File: config.mk
export PLATFORM = sky130hd
export DESIGN_NAME = uart_alu_sequencer
export DESIGN_NICKNAME = d
export VERILOG_FILES = /design/src/rtl/uart_alu_sequencer.sv
export SDC_FILE = /design/constraint.sdc
export NUM_CORES = 1
export LEC_CHECK = 0
export CAP_MARGIN = 20
export CORE_ASPECT_RATIO = 0.7
export CORE_MARGIN = 5
export CORE_UTILIZATION = 51
export CTS_CLUSTER_SIZE = 25
export DETAILED_ROUTE_END_ITERATION = 8
export HOLD_SLACK_MARGIN = 0.15
export PLACE_DENSITY = 0.94
export SETUP_SLACK_MARGIN = 0.1
export SLEW_MARGIN = 10
export SYNTH_ARGS = -nofsm -noshare
export SYNTH_HDL_FRONTEND = slang
export SYNTH_SLANG_ARGS = --single-unit
File: constraint.sdc
create_clock -name i_clock -period 2.8 [get_ports i_clock]
set_input_delay 0.84 -clock i_clock [delete_from_list [all_inputs] [get_ports i_clock]]
set_output_delay 0.84 -clock i_clock [all_outputs]
set_load 0.02 [all_outputs]
File: src/rtl/uart_alu_sequencer.sv
// Frame sequencer between UART RX/TX and the combinational ALU: gathers
// operand A, operand B and opcode bytes, captures the ALU result and sends it.
module uart_alu_sequencer #(
   parameter int unsigned NB_DATA    = 8,
   parameter int unsigned NB_OP      = 6,
   parameter int unsigned N_TIMEOUT  = 4096,
   parameter int unsigned NB_TIMEOUT = 12
) (
   input  logic               i_clock,
   input  logic               i_reset,
   input  logic               i_tick,
   input  logic [NB_DATA-1:0] i_rx_data,
   input  logic               i_rx_done,
   input  logic               i_tx_done,
   input  logic [NB_DATA-1:0] i_alu_result,
   output logic [NB_DATA-1:0] o_alu_a,
   output logic [NB_DATA-1:0] o_alu_b,
   output logic [NB_OP-1:0]   o_alu_op,
   output logic [NB_DATA-1:0] o_tx_data,
   output logic               o_tx_start,
   output logic               o_busy,
   output logic               o_timeout,
   output logic               o_overrun
);

   localparam logic [NB_TIMEOUT-1:0] CNT_LAST = NB_TIMEOUT'(N_TIMEOUT - 1);

   typedef enum logic [2:0] {
      ST_A,
      ST_B,
      ST_OP,
      ST_EXEC,
      ST_SEND,
      ST_WAIT_TX
   } state_t;

   state_t                state_q, state_d;
   logic [NB_DATA-1:0]    a_q, a_d;
   logic [NB_DATA-1:0]    b_q, b_d;
   logic [NB_OP-1:0]      op_q, op_d;
   logic [NB_DATA-1:0]    result_q, result_d;
   logic [NB_TIMEOUT-1:0] cnt_q, cnt_d;
   logic                  tx_start_q, tx_start_d;
   logic                  timeout_q, timeout_d;
   logic                  overrun_q, overrun_d;

   always_ff @(posedge i_clock) begin
      if (i_reset) begin
         state_q    <= ST_A;
         a_q        <= '0;
         b_q        <= '0;
         op_q       <= '0;
         result_q   <= '0;
         cnt_q      <= '0;
         tx_start_q <= 1'b0;
         timeout_q  <= 1'b0;
         overrun_q  <= 1'b0;
      end else begin
         state_q    <= state_d;
         a_q        <= a_d;
         b_q        <= b_d;
         op_q       <= op_d;
         result_q   <= result_d;
         cnt_q      <= cnt_d;
         tx_start_q <= tx_start_d;
         timeout_q  <= timeout_d;
         overrun_q  <= overrun_d;
      end
   end

   always_comb begin
      state_d    = state_q;
      a_d        = a_q;
      b_d        = b_q;
      op_d       = op_q;
      result_d   = result_q;
      cnt_d      = cnt_q;
      tx_start_d = 1'b0;
      timeout_d  = 1'b0;
      overrun_d  = 1'b0;
      case (state_q)
         ST_A: begin
            if (i_rx_done) begin
               a_d     = i_rx_data;
               cnt_d   = '0;
               state_d = ST_B;
            end
         end
         ST_B, ST_OP: begin
            // A received byte beats a terminal tick arriving in the same cycle
            if (i_rx_done) begin
               if (state_q == ST_B) begin
                  b_d     = i_rx_data;
                  cnt_d   = '0;
                  state_d = ST_OP;
               end else begin
                  op_d    = i_rx_data[NB_OP-1:0];
                  state_d = ST_EXEC;
               end
            end else if (i_tick) begin
               if (cnt_q == CNT_LAST) begin
                  cnt_d     = '0;
                  timeout_d = 1'b1;
                  state_d   = ST_A;
               end else begin
                  cnt_d = cnt_q + NB_TIMEOUT'(1);
               end
            end
         end
         ST_EXEC: begin
            result_d  = i_alu_result;
            overrun_d = i_rx_done;
            state_d   = ST_SEND;
         end
         ST_SEND: begin
            tx_start_d = 1'b1;
            overrun_d  = i_rx_done;
            state_d    = ST_WAIT_TX;
         end
         ST_WAIT_TX: begin
            overrun_d = i_rx_done;
            if (i_tx_done) begin
               state_d = ST_A;
            end
         end
         default: state_d = ST_A;
      endcase
   end

   assign o_alu_a    = a_q;
   assign o_alu_b    = b_q;
   assign o_alu_op   = op_q;
   assign o_tx_data  = result_q;
   assign o_tx_start = tx_start_q;
   assign o_timeout  = timeout_q;
   assign o_overrun  = overrun_q;
   assign o_busy     = (state_q == ST_EXEC) || (state_q == ST_SEND) || (state_q == ST_WAIT_TX);

endmodule

==> impl_results.md, run 1 <==
- Total core area: 3920 um2
- FP Rows: 19
- Outcome: finished clean
- Post_cts resized: 0
- Final setup fails: 0
- Fin crit period: roughly 2.6 ns
- XOR/XNOR share of the synthesized area: 0.847%
- Multi-input logic area: 1030 um2
- CP arrival: 1.72 ns
- Starting density of the core: 52.7%
- Yosys reg bits: 48
- Synthesis-to-layout area growth: 33.4%
- Fraction of synthesized area in multiplexers: 7.75%
- Vias in the first global route: approximately 1900
- GR Overflow Total: 0
- Yosys top cell area share: 46.5%
- Die area: between 5000 and 6000 um2
- I/O pin count: 55
- Max-cap check violation count: 0
- IO buf count: 54
- Post-Syn Area: 2070 um2
- Actual slew at the worst max-slew pin: 0.812 ns
- Die X: 86.1 um
- Maximum clock rate: 390 MHz
- Post-Place Cells: 328
- Compound-Gate Fraction of Synth Area: 14.8%
- Top cells by area, synth: dfxtp_1, mux2i_1, nand2_1, a21oi_1, a211oi_1
- Placer Congestion: 0.888
- Fraction of registers with async set/reset: 0%
- Dpl hpwl: 3900 um
- H-tree depth: 2
- CP required: 1.96 ns
- Maximum vdd drop: 0.407 mV
- First-pass GRT wire length: approximately 8500 um
- Met3 WL post-DR: 387 um
- Post-route ant nets: 0
- Global Route Usage Sum: 19.6%
- Total CTS buffers: 5
- Clock Sink Count: 48
- Filler cells: 300
- Final Slew Violations: 0
- Root Driver: clkbuf_8
- Tcrit/Tclk final: about nine tenths
- First-pass detailed-route iteration total: 5
- Yosys warning total: 0
- Post-synth top area cell: dfxtp_1
- Crit path capture type: output port
- Post-synth EDFFs: 0
- Ant. Diodes: 0
- CTS tree: yes
- WL met1: between 2000 and 2500 um
- Deepest clock path buffer count: 2
- Layout cells sized above 1: under 10%
- Clock Skew: 0.00262 ns
- Post-Route Utilization: 70.3%
- Synth unique cells: 40
- CP Max Fanout: 9
- WL per Instance: 15.2 um
- # nets final: 305
- Worst relative slew slack: 45.7%
- Clock transition at path regs: 0.09 ns
- Vias: 1850
- # DRC: 0
- WS Path Type: register to output port
- Detailed Route WL: between 5000 and 6000 um
- Post-Synth Adder-Cell Area: 1.09%
- Syn_area_per_cell: approximately 9.0 um2
- Highest Signal Layer: met4
- Clock latency on the worst-skew pair: 0.31 ns
- Hold buffer count at CTS: 0
- Leak: 0.987 nW
- Power per standard cell area: approximately 570 nW/um2
- Met2 WL: 2390 um
- Min Hold Slack: around 0.46 ns
- Post-synthesis sequential area ratio: a little under half
- Setup Fix Bufs, Post-CTS: 0
- Area share of and/or/nand/nor cells after synthesis: roughly 25%
- RSZ-0062 raised after global routing: false
- Non-filler instance count after layout: 336
- Hold Path Class: register to register
- Syn Inst Count: 229
- Die height: approximately 63 um
- Startpoint Class: register
- Setup TNS: 0 ns
- Antenna violations before repair: 0
- Largest net degree at the start of global routing: 23
- Predominant post-synthesis flop cell: dfxtp_1
- Largest family of logic cells by synthesized area: simple AND/OR/NAND/NOR gates
- Via-to-Cell Ratio: roughly 5.5
- DR iter-0 viols: 115
- Reg area: just under 1000 um2
- Fin. Hold Viols: 0
- Mapped Nets: approximately 250
==> state kept, by name, indices dropped and copies added (netlist names) <==
register    cells
cnt_q          12
o_alu_a         8
o_alu_b         8
o_alu_op        6
o_overrun       1
o_timeout       1
o_tx_data       8
o_tx_start      1
state_q         3
==> layout make-up <==
class / instances / area share [%]
Timing Repair Buffer: 63 / 22.1
Inverter: 1 / 0.136
Sequential cell: 48 / 34.8
Multi-Input combinational cell: 164 / 37.3
Clock inverter: 3 / 0.862
Clock buffer: 5 / 2.50
Tap cell: 52 / 2.36
==> kinds of logic after synthesis <==
kind of cell / count (synthesis)
and+or+nand+nor: 97
DFF: 48
AOI/OAI and AO/OA: 47
buffers and inverters: 17
muxes: 16
xor gates and xnor gates: 2
adders and majority gates: 2
==> layout by cell type, fill, tap and decap left out, types with 2 or more instances in the layout <==
master,instances
a211oi_1,9
a21oi_1,20
and2_1,4
and4_1,2
buf_4,9
clkbuf_8,5
clkdlybuf4s50_1,54
clkinvlp_4,2
dfxtp_1,48
mux2i_1,16
nand2_1,37
nand2b_1,5
nand3_1,3
nand3b_1,4
nand4_1,4
nor2_1,18
nor3_1,5
o21ai_0,7
o31ai_1,2
or3_1,7
xnor2_1,2
==> layer usage <==
| metal | track usage [%] | up-vias |
|---|---|---|
| met5 | 0 | - |
| li1 | - | 910 |
| met4 | 8.10 | 0 |
| met3 | 6.64 | 10 |
| met1 | 24.7 | 876 |
| met2 | 30.7 | 54 |
==> critical path, cell delays in order, from the launching register on <==
cell             delay [ns]
dfxtp_1                0.53
nand2b_1               0.17
nand2_1                0.11
clkdlybuf4s50_1        0.60
==> power by group <==
group          leakage (nW)  switching [mW]  internal [mW]
clock network        0.0404           0.241          0.177
logic                 0.558           0.226          0.188
registers             0.389          0.0256          0.725
==> worst paths after layout <==
| path | from | endpoint | slack [ns] | depth (start not counted) |
|---|---|---|---|---|
| setup / recovery | state_q[2]$_SDFFE_PP0P_ | o_busy | 0.24 | 3 |
| hold / removal | o_alu_a[6]$_SDFFE_PP0P_ | o_alu_a[6]$_SDFFE_PP0P_ | 0.46 | 2 |
| setup reg to reg | state_q[1]$_SDFFE_PP0P_ | cnt_q[5]$_SDFFE_PP0P_ | 0.95 | 5 |
| hold reg to reg | o_alu_a[6]$_SDFFE_PP0P_ | o_alu_a[6]$_SDFFE_PP0P_ | 0.46 | 2 |
==> synthesized netlist by cell type, types with 2 or more instances <==
library cell  number
and4_1             2
xnor2_1            2
nor3_1             5
nand2_1           37
nand4_1            4
dfxtp_1           48
a211oi_1           9
nor2_1            18
nand3b_1           4
o31ai_1            2
or3_1              7
buf_2              6
clkbuf_1           9
and2_1             4
nand3_1            3
o21ai_0            7
a21oi_1           20
nand2b_1           5
mux2i_1           16
==> metrics by stage <==
step,setup slack [ns],power (mW),instance area (um2)
after floorplan,0.723,1.02,2070
after global placement,0.103,1.17,2670
after detailed placement,0.0284,1.18,2670
after CTS,0.260,1.59,2760
after global routing,0.159,1.66,2760
final,0.238,1.58,2760
Power figures use the tool's default switching activity.
==> run 2: changes to the inputs <==
--- a/config.mk
+++ b/config.mk
@@ -6,13 +6,15 @@
 export NUM_CORES = 1
 export LEC_CHECK = 0
 export CAP_MARGIN = 20
+export CELL_PAD_IN_SITES_DETAIL_PLACEMENT = 1
+export CELL_PAD_IN_SITES_GLOBAL_PLACEMENT = 1
 export CORE_ASPECT_RATIO = 0.7
 export CORE_MARGIN = 5
-export CORE_UTILIZATION = 51
+export CORE_UTILIZATION = 38
 export CTS_CLUSTER_SIZE = 25
 export DETAILED_ROUTE_END_ITERATION = 8
 export HOLD_SLACK_MARGIN = 0.15
-export PLACE_DENSITY = 0.94
+export PLACE_DENSITY = 0.95
 export SETUP_SLACK_MARGIN = 0.1
 export SLEW_MARGIN = 10
 export SYNTH_ARGS = -nofsm -noshare
==> run 2 against run 1 <==
Net effect:
- setup slack got worse by 0.029 ns
- clock power grew 27%
- design area increased by 2.6%
- clock skew is 0.010 ns higher
- critical path depth is the same
- register-to-register slack got worse by 0.07 ns
- die area increased by 29%
- combinational power up 5.3%
- critical path type unchanged
==> impl_results.md, run 2 (synthesized netlist as in run 1, its figures left out) <==
- Outcome: finished clean (unchanged)
- Hold EP: o_alu_b[0]$_SDFFE_PP0P_ (was o_alu_a[6]$_SDFFE_PP0P_)
- Die X: 98.2 um (was 86.1 um)
- Die height: 71.7 um (was 63.3 um)
- Total core area: 5260 um2 (was 3920 um2)
- DR iter-0 viols: 137 (was 115)
- Starting density of the core: 39.3% (was 52.7%)
- Commonest cells after routing, fill and taps aside: clkdlybuf4s50_1, dfxtp_1, nand2_1 (unchanged)
- DP Area: 2710 um2 (was 2670 um2)
- Filler cells: 624 (was 300)
- Setup Fix Bufs, Post-CTS: 0 (unchanged)
- Vias: 1916 (was 1850)
- Clock Skew: 0.0129 ns (was 0.00262 ns)
- Ant. Diodes: 0 (unchanged)
- Commonest non-fill, non-tap cell in the layout: clkdlybuf4s50_1 (unchanged)
- Finished layout cell area: 2830 um2 (was 2760 um2)
- CP arrival: 1.75 ns (was 1.72 ns)
- Clock Sink Count: 48 (unchanged)
- Clock latency on the worst-skew pair: 0.32 ns (was 0.31 ns)
- Antenna violations before repair: 0 (unchanged)
- Maximum vdd drop: 0.244 mV (was 0.407 mV)
- Leak: 1.02 nW (was 0.987 nW)
- Clock transition at path regs: 0.10 ns (was 0.09 ns)
- Tcrit/Tclk final: 92.5% (was 91.5%)
- Crit path capture type: output port (unchanged)
- Power per standard cell area: 610 nW/um2 (was 574 nW/um2)
- Detailed Route WL: 6620 um (was 5110 um)
- Fin. Hold Viols: 0 (unchanged)
- Die area: 7040 um2 (was 5450 um2)
- Max-cap check violation count: 0 (unchanged)
- CP required: 1.96 ns (about the same)
- Global Route Usage Sum: 19.4% (was 19.6%)
- Layout cells sized above 1: 10.5% (was 8.80%)
- Placer Congestion: 0.797 (was 0.888)
- Pre-CTS WS: 0.0907 ns (was 0.0284 ns)
- Crit path from: state_q[2]$_SDFFE_PP0P_ (unchanged)
- I/O pin count: 55 (unchanged)
- Largest net degree at the start of global routing: 20 (was 23)
- Post-Place Cells: 351 (was 328)
- First-pass detailed-route iteration total: 4 (was 5)
- Synthesis-to-layout area growth: 36.9% (was 33.4%)
- Via-to-Cell Ratio: 5.34 (was 5.51)
- Deepest clock path buffer count: 2 (unchanged)
- # DRC: 0 (unchanged)
- CTS tree: yes (unchanged)
- Post-route ant nets: 0 (unchanged)
- RSZ-0062 raised after global routing: false (unchanged)
- Final setup fails: 0 (unchanged)
- WS Path Type: register to output port (unchanged)
- Largest reg by FF count: cnt_q (unchanged)
- Launching point of the worst reg2reg path: state_q[0]$_SDFFE_PP0P_ (was state_q[1]$_SDFFE_PP0P_)
- First-pass GRT wire length: 10700 um (was 8490 um)
- Largest register FFs: 12 (unchanged)
- IO buf count: 54 (unchanged)
- FP Rows: 22 (was 19)
- WL per Instance: 18.4 um (was 15.2 um)
- # nets final: 308 (was 305)
- CP Max Fanout: 9 (unchanged)
- Final setup margin: 0.209 ns (was 0.238 ns)
- Hold_sp: o_alu_b[0]$_SDFFE_PP0P_ (was o_alu_a[6]$_SDFFE_PP0P_)
- Hold path cells: 2 (unchanged)
- Fin crit period: 2.59 ns (was 2.56 ns)
- Setup TNS: 0 ns (unchanged)
- GR Overflow Total: 0 (unchanged)
- Dpl hpwl: 4590 um (was 3900 um)
- Vias in the first global route: 2057 (was 1855)
- Worst-case register-to-register setup slack: 0.88 ns (was 0.95 ns)
- Maximum clock rate: 386 MHz (was 390 MHz)
- Worst relative slew slack: 55.6% (was 45.7%)
- Final Slew Violations: 0 (unchanged)
- Actual slew at the worst max-slew pin: 0.664 ns (was 0.812 ns)
- Total CTS buffers: 5 (unchanged)
- Non-filler instance count after layout: 359 (was 336)
- Worst R2R Path Depth: 6 (was 5)
- R2R Path End: cnt_q[7]$_SDFFE_PP0P_ (was cnt_q[5]$_SDFFE_PP0P_)
- Hold Path Class: register to register (unchanged)
- Startpoint Class: register (unchanged)
- Root Driver: clkbuf_8 (unchanged)
- H-tree depth: 2 (unchanged)
- Post-Route Utilization: 53.8% (was 70.3%)
run 2: changes by cell type in the layout (fill, tap and decap cells not counted), sizes merged:
cell and change:
inv +1, buf +3, clkinvlp -1, bufinv +1
clkinv -1
run 2: worst max path at each step:
stage          cells after the start                     to
6_report                           3                 o_busy
3_5_place_dp                       5  cnt_q[5]$_SDFFE_PP0P_
2_1_floorplan                      4  cnt_q[5]$_SDFFE_PP0P_
5_1_grt                            3                 o_busy
3_3_place_gp                       5  cnt_q[5]$_SDFFE_PP0P_
4_1_cts                            3                 o_busy
run 2: area by class of cell:
| cell class | count | area, um2 | area share (%) |
|---|---|---|---|
| well taps | 72 | 90.1 | 3.18 |
| multi-input cells | 164 | 1030 | 36.3 |
| inverters | 1 | 3.75 | 0.133 |
| flip-flops and latches | 48 | 963 | 34.0 |
| repair buffers | 66 | 631 | 22.3 |
| clock inverters | 3 | 46.3 | 1.64 |
| clock buffers | 5 | 68.8 | 2.43 |
run 2: through the flow:
step / total power, mW / hold slack, ns
floorplan: 1.02 / 0.457
global placement: 1.17 / 0.441
detailed placement: 1.20 / 0.447
CTS: 1.73 / 0.462
global route: 1.80 / 0.485
finish: 1.73 / 0.462
run 2: metal layers:
layer / GRT usage [%] / vias to the layer above / part of all wire (%)
li1: - / 918 / -
met1: 22.1 / 938 / 42
met2: 34.2 / 51 / 51
met3: 7.10 / 9 / 5.6
met4: 5.76 / 0 / 1.6
met5: 0 / - / 0
run 2: power by group:
| group | total, mW | internal [mW] | switching, mW |
|---|---|---|---|
| combinational | 0.437 | 0.191 | 0.246 |
| clock | 0.532 | 0.269 | 0.263 |
| sequential | 0.757 | 0.726 | 0.0318 |
| total | 1.73 | 1.19 | 0.541 |
run 2: timing repair:
item | 4_1_cts | 5_1_grt
gates resized for setup | 0 | 2
hold buffers | 0 | 0
endpoints found under the hold margin | 0 | 0
setup endpoints to repair | 0 | 1
run 2: critical path: stages, from the launching register on:
cell and delay (ns):
dfxtp_2 0.46, nand2b_1 0.18, nand2_1 0.16, clkdlybuf4s50_1 0.64
==> run 3: changes to the inputs <==
--- a/config.mk
+++ b/config.mk
@@ -14,7 +14,7 @@
 export CTS_CLUSTER_SIZE = 25
 export DETAILED_ROUTE_END_ITERATION = 8
 export HOLD_SLACK_MARGIN = 0.15
-export PLACE_DENSITY = 0.95
+export PLACE_DENSITY = 0.88
 export SETUP_SLACK_MARGIN = 0.1
 export SLEW_MARGIN = 10
 export SYNTH_ARGS = -nofsm -noshare
==> constraint.sdc (replaced) <==
create_clock -name i_clock -period 3.3 [get_ports i_clock]
set_input_delay 0.99 -clock i_clock [delete_from_list [all_inputs] [get_ports i_clock]]
set_output_delay 0.99 -clock i_clock [all_outputs]
set_load 0.02 [all_outputs]
==> run 3 against run 2 <==
Net effect:
- flip-flop and latch count is the same
- core utilization shrank 0.21 points
- first-iteration DRC count shrank 50%
==> impl_results.md, run 3 (synthesized netlist as in run 1, its figures left out) <==
- Filler cells: 619 (was 624)
- Synthesis-to-layout area growth: 36.4% (was 36.9%)
- Setup Fix Bufs, Post-CTS: 0 (unchanged)
- Actual slew at the worst max-slew pin: 0.674 ns (was 0.664 ns)
- Startpoint Class: register (unchanged)
- Layout cells sized above 1: 9.12% (was 10.5%)
- Commonest non-fill, non-tap cell in the layout: clkdlybuf4s50_1 (unchanged)
- Power per standard cell area: 514 nW/um2 (was 610 nW/um2)
- Maximum clock rate: 340 MHz
- Worst R2R Path Depth: 4 (was 6)
- Total CTS buffers: 5 (unchanged)
- Max-cap check violation count: 0 (unchanged)
- WL per Instance: 15.9 um (was 18.4 um)
- Fin. Hold Viols: 0 (unchanged)
- Largest reg by FF count: cnt_q (unchanged)
- Total core area: 5260 um2 (unchanged)
- Critical-path cell list: nand3b_1, nand2_1, clkdlybuf4s50_1 (was nand2b_1, nand2_1, clkdlybuf4s50_1)
- First-pass GRT wire length: 9300 um (was 10700 um)
- Crit-path max cell delay: 0.67 ns (was 0.64 ns)
- Delay-heaviest family, CP: flip-flops (was buffers and inverters)
- Dpl hpwl: 4290 um (was 4590 um)
- IO buf count: 54 (unchanged)
- Tot Pwr: 1.45 mW (was 1.73 mW)
- Largest net degree at the start of global routing: 19 (was 20)
- GR Overflow Total: 0 (unchanged)
- Post-route ant nets: 0 (unchanged)
- Hold_sp: o_alu_b[1]$_SDFFE_PP0P_ (was o_alu_b[0]$_SDFFE_PP0P_)
- Setup TNS: 0 ns (unchanged)
- Pre-CTS WS: 0.366 ns (was 0.0907 ns)
- Root Driver: clkbuf_8 (unchanged)
- Outcome: finished clean (unchanged)
- Die area: 7040 um2 (unchanged)
- Slowest-stage cell, CP: dfxtp_1 (was clkdlybuf4s50_1)
- Final Slew Violations: 0 (unchanged)
- Largest register FFs: 12 (unchanged)
- Min Hold Slack: 0.461 ns (was 0.462 ns)
- Crit path capture type: output port (unchanged)
- DR iter-0 viols: 68 (was 137)
- Starting density of the core: 39.3% (unchanged)
- WS Path Type: register to output port (unchanged)
- Clock Sink Count: 48 (unchanged)
- Maximum vdd drop: 0.237 mV (was 0.244 mV)
- Final setup fails: 0 (unchanged)
- Deepest clock path buffer count: 2 (unchanged)
- Final setup margin: 0.362 ns (was 0.209 ns)
- Launching point of the worst reg2reg path: state_q[1]$_SDFFE_PP0P_ (was state_q[0]$_SDFFE_PP0P_)
- Die X: 98.2 um (unchanged)
- WP buf/inv: 1 (unchanged)
- Worst-case register-to-register setup slack: 1.34 ns (was 0.88 ns)
- Global Route Usage Sum: 16.5% (was 19.4%)
- Post_cts resized: 0 (unchanged)
- Antenna violations before repair: 0 (unchanged)
- Post-Route Utilization: 53.6% (was 53.8%)
- Fin crit period: just under 3 ns
- Leak: 1.01 nW (was 1.02 nW)
- I/O pin count: 55 (unchanged)
- Tcrit/Tclk final: 89.0%
- H-tree depth: 2 (unchanged)
- First-pass detailed-route iteration total: 4 (unchanged)
- CP arrival: 1.95 ns (was 1.75 ns)
- Detailed Route WL: 5670 um (was 6620 um)
- RSZ-0062 raised after global routing: false (unchanged)
- Via-to-Cell Ratio: 5.13 (was 5.34)
- Hold Path Class: register to register (unchanged)
- CP Max Fanout: 14 (was 9)
- Ant. Diodes: 0 (unchanged)
- FP Rows: 22 (unchanged)
- # DRC: 0 (unchanged)
- Clock latency on the worst-skew pair: 0.30 ns (was 0.32 ns)
- End of the critical path: o_busy (unchanged)
- Vias in the first global route: 1858 (was 2057)
- CP required: 2.31 ns (was 1.96 ns)
- R2R Path End: cnt_q[5]$_SDFFE_PP0P_ (was cnt_q[7]$_SDFFE_PP0P_)
- Worst relative slew slack: 55.0% (was 55.6%)
- Die height: 71.7 um (unchanged)
- Vias: 1831 (was 1916)
- Placer Congestion: 0.819 (was 0.797)
- CTS tree: yes (unchanged)
- Clock transition at path regs: 0.09 ns (was 0.10 ns)
- Commonest cells after routing, fill and taps aside: clkdlybuf4s50_1, dfxtp_1, nand2_1 (unchanged)
- Hold buffer count at CTS: 0 (unchanged)
- # nets final: 306 (was 308)
- Instance count on the critical path: 3 (unchanged)
- Clock Skew: 0.00660 ns (was 0.0129 ns)
- Crit path from: state_q[1]$_SDFFE_PP0P_ (was state_q[2]$_SDFFE_PP0P_)
==> run 3: worst min-delay path by stage <==
stage,depth (start not counted),endpoint,slack [ns]
final,2,o_alu_b[1]$_SDFFE_PP0P_,0.46
after global routing,2,o_alu_b[0]$_SDFFE_PP0P_,0.48
after CTS,2,o_alu_b[0]$_SDFFE_PP0P_,0.46
after detailed placement,2,o_alu_b[0]$_SDFFE_PP0P_,0.45
after global placement,2,o_alu_a[1]$_SDFFE_PP0P_,0.44
after floorplan,2,cnt_q[10]$_SDFFE_PP0P_,0.46
==> run 3: worst reg2reg max path: stages (launching register included) <==
cell,delay [ns]
dfxtp_1,0.67
nand4bb_4,0.18
a31o_4,0.34
or4_4,0.49
a211oi_2,0.21
==> run 3: metal layers <==
| layer | share of wire, % | up-vias | routed length, um | global-route usage, % |
|---|---|---|---|---|
| li1 | - | 912 | - | - |
| met1 | 46 | 873 | 2630 | 21.2 |
| met2 | 46 | 41 | 2610 | 26.5 |
| met3 | 6.7 | 5 | 377 | 6.23 |
| met4 | 0.85 | 0 | 48 | 4.09 |
| met5 | 0 | - | 0 | 0 |
==> run 3: per-stage QoR <==
stage | instance area, um2 | cells
finish | 2820 | 357
global route | 2820 | 357
CTS | 2820 | 357
detailed placement | 2700 | 349
global placement | 2700 | 349
floorplan | 2070 | 229
==> run 3: final cells by class <==
class | instances | area (um2) | share of cell area [%]
Clock buffer | 6 | 82.6 | 2.93
Clock inverter | 2 | 38.8 | 1.38
Inverter | 1 | 3.75 | 0.133
Multi-Input combinational cell | 164 | 1030 | 36.4
Sequential cell | 48 | 961 | 34.1
Tap cell | 72 | 90.1 | 3.20
Timing Repair Buffer | 64 | 616 | 21.8
==> run 3: where the power goes <==
group	switching, mW	internal (mW)
combinational	0.193	0.159
sequential	0.0274	0.615
clock	0.206	0.248
